==> src/rtl/uart_rx_word_assembler_pkg.sv <==
// Shared types and helpers for the UART receive word assembler.
// Holds the FSM state encoding and the counter width helper.
package uart_rx_word_assembler_pkg;

    typedef enum logic [1:0] {
        IDLE    = 2'd0,
        COLLECT = 2'd1,
        HOLD    = 2'd2
    } state_t;

    // Bits needed to hold any value in 0..max_value.
    function automatic int count_width(input int max_value);
        return (max_value < 1) ? 1 : $clog2(max_value + 1);
    endfunction

endpackage

==> src/rtl/uart_rx_edge_detect.sv <==
// Turns a byte-valid level or pulse into a single-cycle rising-edge event.
// Reusable wherever a strobe may be held high for several cycles.
module uart_rx_edge_detect (
    input  logic clk,
    input  logic reset,
    input  logic level,
    output logic pulse
);

    logic level_q;

    always_ff @(posedge clk) begin
        if (reset) begin
            level_q <= 1'b0;
        end else begin
            level_q <= level;
        end
    end

    assign pulse = level & ~level_q;

endmodule

==> src/rtl/uart_rx_word_assembler.sv <==
// Packs NUM_BYTES good UART bytes into one word (first byte in the MSBs) and
// holds it behind a valid/ack handshake; bad bytes and timeouts abort the word.
module uart_rx_word_assembler
    import uart_rx_word_assembler_pkg::*;
#(
    parameter int NUM_BYTES      = 4,
    parameter int TIMEOUT_CYCLES = 500000
) (
    input  logic                                clk,
    input  logic                                reset,
    input  logic [7:0]                          Rx_DATA,
    input  logic                                Rx_VALID,
    input  logic                                Rx_FERROR,
    input  logic                                Rx_PERROR,
    output logic [8*NUM_BYTES-1:0]              word_out,
    output logic                                word_valid,
    input  logic                                word_ack,
    output logic                                word_error,
    output logic                                overrun,
    output logic [count_width(NUM_BYTES)-1:0]   byte_count
);

    localparam int WORD_W = 8 * NUM_BYTES;
    localparam int BC_W   = count_width(NUM_BYTES);
    localparam int TMR_W  = count_width(TIMEOUT_CYCLES);

    state_t            state_q;
    state_t            state_d;
    logic [WORD_W-1:0] shift_q;
    logic [BC_W-1:0]   byte_count_q;
    logic [TMR_W-1:0]  timer_q;
    logic              word_valid_q;
    logic              word_error_q;
    logic              overrun_q;

    logic byte_event;
    logic byte_bad;
    logic last_byte;
    logic timeout_hit;

    logic start_word;
    logic shift_byte;
    logic complete_word;
    logic clear_word;
    logic release_word;
    logic error_set;
    logic overrun_set;

    uart_rx_edge_detect u_edge (
        .clk   (clk),
        .reset (reset),
        .level (Rx_VALID),
        .pulse (byte_event)
    );

    assign byte_bad    = Rx_FERROR | Rx_PERROR;
    assign last_byte   = (byte_count_q == BC_W'(NUM_BYTES - 1));
    assign timeout_hit = (timer_q == TMR_W'(TIMEOUT_CYCLES - 1));

    always_ff @(posedge clk) begin
        if (reset) begin
            state_q <= IDLE;
        end else begin
            state_q <= state_d;
        end
    end

    always_comb begin
        state_d = state_q;
        case (state_q)
            IDLE: begin
                if (byte_event && !byte_bad) state_d = COLLECT;
            end
            COLLECT: begin
                if (byte_event) begin
                    if (byte_bad)       state_d = IDLE;
                    else if (last_byte) state_d = HOLD;
                end else if (timeout_hit) begin
                    state_d = IDLE;
                end
            end
            HOLD: begin
                // An ack releases the word; a coincident byte starts the next one.
                if (word_ack) begin
                    state_d = (byte_event && !byte_bad) ? COLLECT : IDLE;
                end
            end
            default: state_d = IDLE;
        endcase
    end

    always_comb begin
        start_word    = 1'b0;
        shift_byte    = 1'b0;
        complete_word = 1'b0;
        clear_word    = 1'b0;
        release_word  = 1'b0;
        error_set     = 1'b0;
        overrun_set   = 1'b0;
        case (state_q)
            IDLE: begin
                if (byte_event) begin
                    if (byte_bad) error_set  = 1'b1;
                    else          start_word = 1'b1;
                end
            end
            COLLECT: begin
                if (byte_event) begin
                    if (byte_bad) begin
                        error_set  = 1'b1;
                        clear_word = 1'b1;
                    end else if (last_byte) begin
                        complete_word = 1'b1;
                    end else begin
                        shift_byte = 1'b1;
                    end
                end else if (timeout_hit) begin
                    error_set  = 1'b1;
                    clear_word = 1'b1;
                end
            end
            HOLD: begin
                if (word_ack) begin
                    release_word = 1'b1;
                    if (byte_event) begin
                        if (byte_bad) error_set  = 1'b1;
                        else          start_word = 1'b1;
                    end
                end else if (byte_event) begin
                    overrun_set = 1'b1;
                end
            end
            default: ;
        endcase
    end

    always_ff @(posedge clk) begin
        if (reset) begin
            shift_q      <= '0;
            byte_count_q <= '0;
            word_valid_q <= 1'b0;
            word_error_q <= 1'b0;
            overrun_q    <= 1'b0;
        end else begin
            word_error_q <= error_set;
            overrun_q    <= overrun_set;
            if (start_word) begin
                shift_q      <= WORD_W'(Rx_DATA);
                byte_count_q <= BC_W'(1);
            end else if (shift_byte || complete_word) begin
                shift_q      <= {shift_q[WORD_W-9:0], Rx_DATA};
                byte_count_q <= complete_word ? '0 : byte_count_q + BC_W'(1);
            end else if (clear_word) begin
                shift_q      <= '0;
                byte_count_q <= '0;
            end
            if (complete_word)     word_valid_q <= 1'b1;
            else if (release_word) word_valid_q <= 1'b0;
        end
    end

    // Inter-byte timer: runs only while collecting, saturates, clears on any byte or exit.
    always_ff @(posedge clk) begin
        if (reset) begin
            timer_q <= '0;
        end else if (byte_event || state_d != COLLECT) begin
            timer_q <= '0;
        end else if (!timeout_hit) begin
            timer_q <= timer_q + TMR_W'(1);
        end
    end

    assign word_out   = shift_q;
    assign word_valid = word_valid_q;
    assign word_error = word_error_q;
    assign overrun    = overrun_q;
    assign byte_count = byte_count_q;

endmodule

==> config.mk <==
export PLATFORM = sky130hd
export DESIGN_NAME = uart_rx_word_assembler
export DESIGN_NICKNAME = d
export VERILOG_FILES = /design/src/rtl/uart_rx_word_assembler_pkg.sv /design/src/rtl/uart_rx_edge_detect.sv /design/src/rtl/uart_rx_word_assembler.sv
export SDC_FILE = /design/constraint.sdc
export NUM_CORES = 1
export LEC_CHECK = 0
export CAP_MARGIN = 10
export CORE_UTILIZATION = 50
export DETAILED_ROUTE_END_ITERATION = 7
export PLACE_DENSITY = 0.76
export SKIP_LAST_GASP = 1
export SYNTH_ARGS = -nofsm -noshare
export SYNTH_HDL_FRONTEND = slang
export SYNTH_SLANG_ARGS = --single-unit
==> constraint.sdc <==
create_clock -name clk -period 2.3 [get_ports clk]
set_input_delay 0.345 -clock clk [delete_from_list [all_inputs] [get_ports clk]]
set_output_delay 0.345 -clock clk [all_outputs]
set_load 0.01 [all_outputs]
==> results of run 1 <==
==> sequential cells by signal, indices dropped and copies added (netlist names) <==
signal / count
word_out: 32
timer_q: 19
byte_count: 3
state_q: 2
overrun: 1
u_edge.level_q: 1
word_error: 1
word_valid: 1
==> cells in the final DEF, fill, tap and decap left out, types with 2 or more instances in the layout <==
| cell | instances |
|---|---|
| or3_1 | 3 |
| a31o_1 | 3 |
| nand2b_1 | 3 |
| and3_1 | 2 |
| ha_1 | 3 |
| nand3_1 | 6 |
| xnor2_1 | 7 |
| clkbuf_8 | 11 |
| nor2b_1 | 2 |
| xor2_1 | 6 |
| inv_1 | 7 |
| a32o_1 | 32 |
| o21ai_0 | 4 |
| nor3_1 | 4 |
| clkdlybuf4s50_1 | 51 |
| dfxtp_1 | 60 |
| nor4_1 | 3 |
| o31ai_1 | 3 |
| buf_4 | 9 |
| nand4_1 | 9 |
| nand2_1 | 9 |
| nor2_1 | 17 |
| a21oi_1 | 6 |
| and4_1 | 2 |
| clkinv_2 | 2 |
==> cell usage after synthesis, types with 3 or more instances <==
| cell type | n | share of area |
|---|---|---|
| xor2_1 | 6 | 0.022 |
| nand4_1 | 9 | 0.024 |
| a21oi_1 | 6 | 0.013 |
| o31ai_1 | 3 | 0.0094 |
| nand2_1 | 9 | 0.014 |
| a31o_1 | 3 | 0.011 |
| nand3_1 | 6 | 0.013 |
| clkbuf_1 | 3 | 0.0047 |
| nor2_1 | 17 | 0.027 |
| nor4_1 | 3 | 0.0079 |
| buf_2 | 5 | 0.010 |
| dfxtp_1 | 60 | 0.50 |
| o21ai_0 | 4 | 0.0084 |
| nand2b_1 | 3 | 0.0079 |
| a32o_1 | 32 | 0.13 |
| ha_1 | 3 | 0.016 |
| nor3_1 | 4 | 0.0084 |
| xnor2_1 | 7 | 0.026 |
| or3_1 | 3 | 0.0079 |
| buf_8 | 3 | 0.019 |
| inv_1 | 7 | 0.011 |
==> routing by layer <==
metal | share of wire | GRT usage | vias up
met3 | 0.055 | 0.0769 | 6
met2 | 0.45 | 0.339 | 48
li1 | - | - | 970
met5 | 0 | 0 | -
met4 | 0.012 | 0.0800 | 0
met1 | 0.49 | 0.282 | 890
==> where the power goes <==
group          internal (mW)  switching [mW]  total (mW)
Sequential              1.05         0.00676        1.05
Combinational         0.0450          0.0402      0.0852
Clock                  0.556           0.403       0.959
Total                   1.65           0.450        2.10
==> critical path, stage by stage (launching register included) <==
cell and delay (ns):
dfxtp_1 0.37, ha_1 0.25, nand4_1 0.16, or3_1 0.33, o22a_1 0.16, buf_4 0.24, a32o_1 0.29
==> cells by family (layout without fill, tap and decap cells) <==
family | Yosys count | after routing | share of synthesized area
xor gates and xnor gates | 13 | 13 | 0.0476
DFF | 60 | 60 | 0.503
AOI/OAI and AO/OA | 54 | 54 | 0.197
adders and majority gates | 3 | 3 | 0.0157
and+or+nand+nor | 72 | 72 | 0.181
buffers and inverters | 21 | 83 | 0.0560
==> worst paths after layout <==
path	startpoint	to	slack, ns
worst max-delay path	timer_q[0]$_SDFFE_PP0N_	word_out[6]$_SDFFE_PP0P_	0.38
worst min register to register	timer_q[0]$_SDFFE_PP0N_	timer_q[0]$_SDFFE_PP0N_	0.47
worst min-delay path	timer_q[0]$_SDFFE_PP0N_	timer_q[0]$_SDFFE_PP0N_	0.47
worst max register to register	timer_q[0]$_SDFFE_PP0N_	word_out[6]$_SDFFE_PP0P_	0.38
==> stage by stage <==
stage / util / power, mW / hold WS (ns) / std cells
2_1_floorplan: - / 1.12 / 0.430 / 223
3_3_place_gp: 0.655 / 1.16 / 0.444 / 321
3_5_place_dp: 0.655 / 1.16 / 0.458 / 321
4_1_cts: 0.701 / 2.11 / 0.471 / 337
5_1_grt: 0.701 / 2.18 / 0.505 / 337
6_report: 0.701 / 2.10 / 0.467 / 337
==> layout make-up <==
| type | count | area [µm²] |
|---|---|---|
| Timing Repair Buffer | 60 | 578 |
| Inverter | 7 | 26.3 |
| Clock inverter | 4 | 47.5 |
| Fill cell | 345 | 1340 |
| Clock buffer | 12 | 155 |
| Tap cell | 52 | 65.1 |
| Sequential cell | 60 | 1200 |
| Multi-Input combinational cell | 142 | 1060 |
==> impl_metrics.env, run 1 <==
export IMPL_synth_edf_count=0
export IMPL_p_leak_nw=1.05
export IMPL_slew_viol_final=0
export IMPL_grt_overflow_total=0
export IMPL_final_area_um2=3130
export IMPL_cts_resized=0
export IMPL_antenna_found_initial=0
export IMPL_core_area_um2=4470
export IMPL_tns_ns=0
export IMPL_gp_congestion=0.789
export IMPL_r2r_cells=6
export IMPL_n_antenna_cell=0
export IMPL_relSlewSlack=0.767
export IMPL_cts_setup_buffers=0
export IMPL_grt_pass1_wl_um=8580
export IMPL_place_area_um2=2930
export IMPL_critPathLaunchType="register"
export IMPL_max_freq_mhz=521
export IMPL_synthArstFlopShare=0
export IMPL_synthesis_area_um2=2390
export IMPL_io_pins=52
export IMPL_cp_end_kind="register"
export IMPL_finalSetupViolations=0
export IMPL_dieArea_um2=5060
export IMPL_cp_arrival_ns=2.14
export IMPL_wl_um=5050
export IMPL_wl_per_cell_um=15.0
export IMPL_vias=1914
export IMPL_cts_buffers=9
export IMPL_violations="DRC"
export IMPL_clock_skew_ns=0.00848
export IMPL_hold_viol_final=0
export IMPL_ant_nets=0
export IMPL_drt_iter0_markers=135
export IMPL_start_util=0.534
export IMPL_synth_area_per_cell_um2=10.7
export IMPL_syn_num_nets=240
export IMPL_numPortBuffers=51
export IMPL_cts_root_buf="clkbuf_8"
export IMPL_cts_hold_buf=0
export IMPL_worst_path_max_fanout=35
export IMPL_power_density_nw_per_um2=669
export IMPL_cts_sinks=60
export IMPL_worstMarginPinSlew_ns=0.349
export IMPL_min_period_ns=1.92
export IMPL_fin_crit_sh=0.834
export IMPL_vias_per_cell=5.68
export IMPL_holdCritPathClass="register to register"
export IMPL_cts_tree="built"
export IMPL_fin_ws_ns=0.381
export IMPL_status="finished with violations"
export IMPL_synthCells=223
export IMPL_h_tree_depth=3
export IMPL_final_layout_size_suffix_gt1_frac=0.119
export IMPL_grt_max_degree=36
export IMPL_grt_usage=0.218
export IMPL_nets=297
export IMPL_clkTransAtPathRegs_ns=0.07
export IMPL_grt_pass1_vias=1848
export IMPL_peakVddDrop_v=0.000503
export IMPL_ys_seq_area_frac=0.503
export IMPL_cap_violations=0
export IMPL_clockBufferDepth=2
export IMPL_synthToLayoutAreaGrowth_pct=31.2
export IMPL_clk_latency_ns=0.33
export IMPL_first_pass_iters=6
export IMPL_synth_seq_cells=60
export IMPL_pre_cts_slack_ns=0.193
export IMPL_die_width_um=71.1
export IMPL_ys_warn_count=0
export IMPL_ys_types=44
export IMPL_ys_flop_type="dfxtp_1"
export IMPL_die_h_um=71.1
export IMPL_place_hpwl_um=3430
export IMPL_rsz0062_at_grt="no"
export IMPL_rows=24
export IMPL_worstSetupPathType="register to register"
export IMPL_drc=3
export IMPL_worstPathRequired_ns=2.52
export IMPL_hold_depth=1
No activity file was read; power rests on OpenSTA's default activity.
==> run 2, diff against run 1 <==
- CORE_UTILIZATION: 50 -> 45
- PLACE_DENSITY: 0.76 -> 0.72
- clock period: 2.3 -> 1.6 ns (I/O delays scaled with it)
==> run 2 against run 1 <==
  * The flow finishes with violations (setup timing)
  * Critical path depth unchanged
  * Flip-flop and latch count unchanged
  * Via count up 16%
  * First-iteration DRC count down 24%
  * Fmax up 10%
  * Hold slack better by 0.0068 ns
  * Final cell count is 18% higher
  * Register-to-register slack worse by 0.53 ns
  * Die area grew 11%
  * Total power is 45% higher
  * Cell area grew 15%
==> impl_metrics.env, run 2 (same netlist as run 1, synthesis figures left out) <==
export IMPL_hold_viol_final=0
export IMPL_power_density_nw_per_um2=838
export IMPL_cp_end_kind="register"
export IMPL_fin_crit_sh=1.09
export IMPL_internal_power_mw=2.38
export IMPL_cap_violations=0
export IMPL_die_width_um=74.9
export IMPL_gp_congestion=0.796
export IMPL_min_period_ns=1.74
export IMPL_cp_depth=6
export IMPL_max_freq_mhz=573
export IMPL_final_cell_mix="dfxtp_1, clkdlybuf4s50_1, buf_4, a32o_1, nor2_1"
export IMPL_total_power_mw=3.03
export IMPL_slew_viol_final=0
export IMPL_worst_path_max_fanout=18
export IMPL_pwr_share_seq=0.500
export IMPL_fin_ws_ns=-0.144
export IMPL_critical_path_top_delay_family="simple AND/OR/NAND/NOR gates"
export IMPL_cp_cell_sequence="ha_4, nand4_1, or3_4, o22a_4, buf_12, a32o_1"
export IMPL_hold_start="word_valid$_SDFFE_PP0P_"
export IMPL_r2r_end="word_out[13]$_SDFFE_PP0P_"
export IMPL_worstPathRequired_ns=1.82
export IMPL_ff2ff_setup_slack_ns=-0.14
export IMPL_critPathLaunchType="register"
export IMPL_p_sw_frac=0.215
export IMPL_vias=2215
export IMPL_cts_hold_buf=0
export IMPL_cts_root_buf="clkbuf_8"
export IMPL_final_area_um2=3620
export IMPL_drt_iter0_markers=102
export IMPL_grt_pass1_wl_um=9130
export IMPL_grt_overflow_total=0
export IMPL_clock_skew_ns=0.00685
export IMPL_relSlewSlack=0.766
export IMPL_cp_arrival_ns=1.97
export IMPL_final_layout_size_suffix_gt1_frac=0.287
export IMPL_violations="setup timing"
export IMPL_clk_latency_ns=0.34
export IMPL_antenna_found_initial=0
export IMPL_clkPwrFrac=0.451
export IMPL_rsz0062_at_grt="yes"
export IMPL_crit_slowest_cell="dfxtp_2"
export IMPL_largest_reg_flops=32
export IMPL_switchingPower_mw=0.651
export IMPL_core_area_um2=5110
export IMPL_h_tree_depth=3
export IMPL_wl_per_cell_um=15.2
export IMPL_first_pass_iters=4
export IMPL_start_util=0.468
export IMPL_synthToLayoutAreaGrowth_pct=51.4
export IMPL_worstSetupPathType="register to register"
export IMPL_worst_path_largest_cell_delay_ns=0.36
export IMPL_cp_endpoint="word_out[13]$_SDFFE_PP0P_"
export IMPL_wl_um=6070
export IMPL_worstMarginPinSlew_ns=0.350
export IMPL_n_antenna_cell=0
export IMPL_power_share_combinational=0.050
export IMPL_die_h_um=74.9
export IMPL_hold_depth=2
export IMPL_vias_per_cell=5.57
export IMPL_finalSetupViolations=55
export IMPL_numPortBuffers=51
export IMPL_clockBufferDepth=2
export IMPL_cp_buffers_inverters=1
export IMPL_grt_pass1_vias=1964
export IMPL_r2r_start="timer_q[1]$_SDFFE_PP0N_"
export IMPL_final_util=0.708
export IMPL_holdCritPathClass="register to register"
export IMPL_nets=341
export IMPL_drc=0
export IMPL_p_leak_nw=1.31
export IMPL_io_pins=52
export IMPL_final_common_cell="dfxtp_1"
export IMPL_grt_usage=0.223
export IMPL_place_area_um2=3280
export IMPL_dieArea_um2=5610
export IMPL_peakVddDrop_v=0.000590
export IMPL_status="finished with violations"
export IMPL_clkTransAtPathRegs_ns=0.06
export IMPL_r2r_cells=6
export IMPL_ant_nets=0
export IMPL_place_hpwl_um=4010
export IMPL_cts_buffers=9
export IMPL_rows=26
export IMPL_cts_sinks=60
export IMPL_crit_path_start="timer_q[1]$_SDFFE_PP0N_"
export IMPL_grt_max_degree=36
export IMPL_cts_tree="built"
export IMPL_tns_ns=-5.21
## run 2: changes by cell type in the layout (fill, tap and decap cells not counted), sizes merged
cell and change:
buf +43, clkinv +1, clkinvlp -1
## run 2: worst min path at each step
stage / endpoint / slack, ns
global route: word_out[6]$_SDFFE_PP0P_ / 0.51
global placement: word_valid$_SDFFE_PP0P_ / 0.46
detailed placement: word_valid$_SDFFE_PP0P_ / 0.47
finish: word_valid$_SDFFE_PP0P_ / 0.47
CTS: word_valid$_SDFFE_PP0P_ / 0.48
floorplan: word_out[0]$_SDFFE_PP0P_ / 0.37
## run 2: layout make-up
type	count	area (µm²)
fillers	393	1490
flip-flops and latches	60	1210
multi-input cells	142	1130
repair buffers	104	968
clock buffers	11	151
well taps	70	87.6
clock inverters	4	48.8
inverters	7	26.3
## run 2: per-stage QoR
step,setup WS [ns],cells,hold slack [ns]
2_1_floorplan,-0.0584,223,0.366
3_3_place_gp,-0.283,375,0.459
3_5_place_dp,-0.365,375,0.466
4_1_cts,-0.126,393,0.475
5_1_grt,-0.202,398,0.507
6_report,-0.144,398,0.474
## run 2: power by group through the flow
stage	clock network, mW	registers (mW)	logic (mW)
global placement	0	1.55	0.140
global route	1.45	1.51	0.162
finish	1.37	1.51	0.151
floorplan	0	1.55	0.0536
CTS	1.40	1.51	0.145
detailed placement	0	1.55	0.143
## run 2: routing by layer
layer,GRT usage,wire length [µm],vias to the layer above
met2,0.347,2950,67
met3,0.0442,258,14
met5,0,0,-
met1,0.287,2690,1076
met4,0.132,169,0
li1,-,-,1058
## run 2: tightest hold or removal path: stages, from the launching register on
cell     delay, ns
dfxtp_1       0.31
o21ai_0       0.06
a21oi_1       0.06
## run 2: repair_timing
| item | CTS | global route |
|---|---|---|
| endpoints found under the setup margin | 52 | 55 |
| cloned | 1 | 2 |
| pin swaps | 4 | 3 |
| buffers inserted | 2 | 3 |
| gates resized for setup | 7 | 11 |
==> run 3, diff against run 2 <==
- HOLD_SLACK_MARGIN: default -> 0.1
- TNS_END_PERCENT: default -> 30
==> run 3 against run 2 <==
  * Clock power increased by 3%
  * Sequential power about the same
  * Clock skew increased by 0.0033 ns
  * Non-clock buffer count decreased by 9
  * First-iteration DRC count decreased by 16%
  * Routed wire length decreased by 7.7%
  * The flow still finishes with violations (setup timing)
==> impl_metrics.env, run 3 (same netlist as run 1, synthesis figures left out) <==
export IMPL_status="finished with violations"
export IMPL_violations="setup timing"
export IMPL_clkTransAtPathRegs_ns=0.07
export IMPL_core_area_um2=5110
export IMPL_worst_path_largest_cell_delay_ns=0.35
export IMPL_slew_viol_final=0
export IMPL_r2r_cells=6
export IMPL_p_leak_nw=1.24
export IMPL_crit_slowest_cell="dfxtp_2"
export IMPL_first_pass_iters=4
export IMPL_synthToLayoutAreaGrowth_pct=45.1
export IMPL_grt_pass1_wl_um=8510
export IMPL_numPortBuffers=51
export IMPL_worstPathRequired_ns=1.82
export IMPL_ff2ff_setup_slack_ns=-0.11
export IMPL_hold_ws_ns=0.476
export IMPL_die_width_um=74.9
export IMPL_h_tree_depth=3
export IMPL_holdCritPathClass="register to register"
export IMPL_clock_skew_ns=0.0102
export IMPL_nets=332
export IMPL_die_h_um=74.9
export IMPL_relSlewSlack=0.758
export IMPL_rsz0062_at_grt="yes"
export IMPL_r2r_start="timer_q[1]$_SDFFE_PP0N_"
export IMPL_critPathLaunchType="register"
export IMPL_min_period_ns=1.71
export IMPL_worst_path_max_fanout=35
export IMPL_wl_um=5600
export IMPL_hold_end="word_valid$_SDFFE_PP0P_"
export IMPL_cp_cell_sequence="ha_4, nand4_1, or3_1, o22a_1, buf_12, a32o_1"
export IMPL_drc=0
export IMPL_grt_pass1_vias=1889
export IMPL_power_density_nw_per_um2=885
export IMPL_final_layout_size_suffix_gt1_frac=0.228
export IMPL_final_util=0.679
export IMPL_gp_congestion=0.794
export IMPL_drt_iter0_markers=86
export IMPL_switchingPower_mw=0.680
export IMPL_grt_max_degree=36
export IMPL_clkPwrFrac=0.460
export IMPL_cp_arrival_ns=1.94
export IMPL_io_pins=52
export IMPL_start_util=0.468
export IMPL_cap_violations=0
export IMPL_final_common_cell="dfxtp_1"
export IMPL_cts_hold_buf=0
export IMPL_antenna_found_initial=0
export IMPL_grt_usage=0.205
export IMPL_worstMarginPinSlew_ns=0.359
export IMPL_ant_nets=0
export IMPL_r2r_end="word_out[15]$_SDFFE_PP0P_"
export IMPL_cts_tree="built"
export IMPL_vias=2113
export IMPL_internal_power_mw=2.39
export IMPL_cts_root_buf="clkbuf_8"
export IMPL_final_cell_mix="dfxtp_1, clkdlybuf4s50_1, buf_4, a32o_1, nor2_1"
export IMPL_hold_viol_final=0
export IMPL_pwr_share_seq=0.493
export IMPL_vias_per_cell=5.42
export IMPL_power_share_combinational=0.046
export IMPL_worstSetupPathType="register to register"
export IMPL_cp_end_kind="register"
export IMPL_peakVddDrop_v=0.000614
export IMPL_finalSetupViolations=55
export IMPL_max_freq_mhz=584
export IMPL_fin_ws_ns=-0.113
export IMPL_clk_latency_ns=0.34
export IMPL_hold_depth=2
export IMPL_cts_sinks=60
export IMPL_place_hpwl_um=3920
export IMPL_fin_cells=390
export IMPL_rows=26
export IMPL_fin_crit_sh=1.07
export IMPL_dieArea_um2=5610
export IMPL_cts_buffers=9
export IMPL_largest_reg_flops=32
export IMPL_wl_per_cell_um=14.4
export IMPL_n_antenna_cell=0
export IMPL_p_sw_frac=0.222
export IMPL_hold_start="word_valid$_SDFFE_PP0P_"
export IMPL_placed_cells=374
export IMPL_clockBufferDepth=2
export IMPL_grt_overflow_total=0
export IMPL_pre_cts_slack_ns=-0.348
[run 3: changes by cell type in the layout (fill, tap and decap cells not counted), sizes merged]
cell | previous run | this run
clkinvlp | 0 | 2
clkinv | 3 | 1
inv | 7 | 8
buf | 52 | 44
clkbuf | 12 | 11
[run 3: through the flow]
step / cell area, µm² / total power [mW] / setup TNS, ns
floorplan: 2400 / 1.60 / -1.64
global route: 3470 / 3.17 / -7.93
global placement: 3260 / 1.69 / -10.39
finish: 3470 / 3.07 / -3.73
detailed placement: 3260 / 1.69 / -11.53
CTS: 3470 / 3.10 / -4.26
[run 3: final cells by class]
| cell class | instances | area (µm²) |
|---|---|---|
| clock inverters | 5 | 58.8 |
| fillers | 415 | 1640 |
| well taps | 70 | 87.6 |
| repair buffers | 95 | 866 |
| multi-input cells | 142 | 1070 |
| flip-flops and latches | 60 | 1200 |
| inverters | 7 | 26.3 |
| clock buffers | 11 | 151 |
[run 3: critical path: cells and delay by family, from the launching register on]
kind	cells	cell delay (ns)
AO/OA/AOI/OAI	2	0.46
adder cells (fa/ha/maj)	1	0.14
AND/OR/NAND/NOR	2	0.47
flip-flops	1	0.35
buffers and inverters	1	0.18
[run 3: per-layer routing]
metal | up-vias | track usage | part of all wire
li1 | 1040 | - | -
met1 | 1020 | 0.252 | 0.45
met2 | 41 | 0.325 | 0.48
met3 | 12 | 0.0683 | 0.052
met4 | 0 | 0.0943 | 0.019
met5 | - | 0 | 0
[run 3: worst max path at each step]
| stage | slack [ns] | start | depth (start not counted) | end |
|---|---|---|---|---|
| detailed placement | -0.35 | Rx_PERROR | 5 | word_out[31]$_SDFFE_PP0P_ |
| CTS | -0.12 | timer_q[1]$_SDFFE_PP0N_ | 6 | word_out[15]$_SDFFE_PP0P_ |
| global route | -0.18 | timer_q[1]$_SDFFE_PP0N_ | 6 | word_out[8]$_SDFFE_PP0P_ |
| finish | -0.11 | timer_q[1]$_SDFFE_PP0N_ | 6 | word_out[15]$_SDFFE_PP0P_ |
| floorplan | -0.06 | timer_q[1]$_SDFFE_PP0N_ | 7 | word_out[12]$_SDFFE_PP0P_ |
| global placement | -0.32 | Rx_PERROR | 5 | byte_count[2]$_SDFFE_PP0P_ |
[run 3: power by group through the flow]
stage / Combinational (mW) / Sequential (mW) / Clock, mW
2_1_floorplan: 0.0536 / 1.55 / 0
3_3_place_gp: 0.139 / 1.55 / 0
3_5_place_dp: 0.141 / 1.55 / 0
4_1_cts: 0.143 / 1.51 / 1.44
5_1_grt: 0.151 / 1.51 / 1.50
6_report: 0.142 / 1.51 / 1.41
[run 3: what timing repair did]
| item | in CTS | in global routing |
|---|---|---|
| endpoints found under the setup margin | 55 | 55 |
| resized for setup | 0 | 0 |
| setup buffers | 0 | 0 |
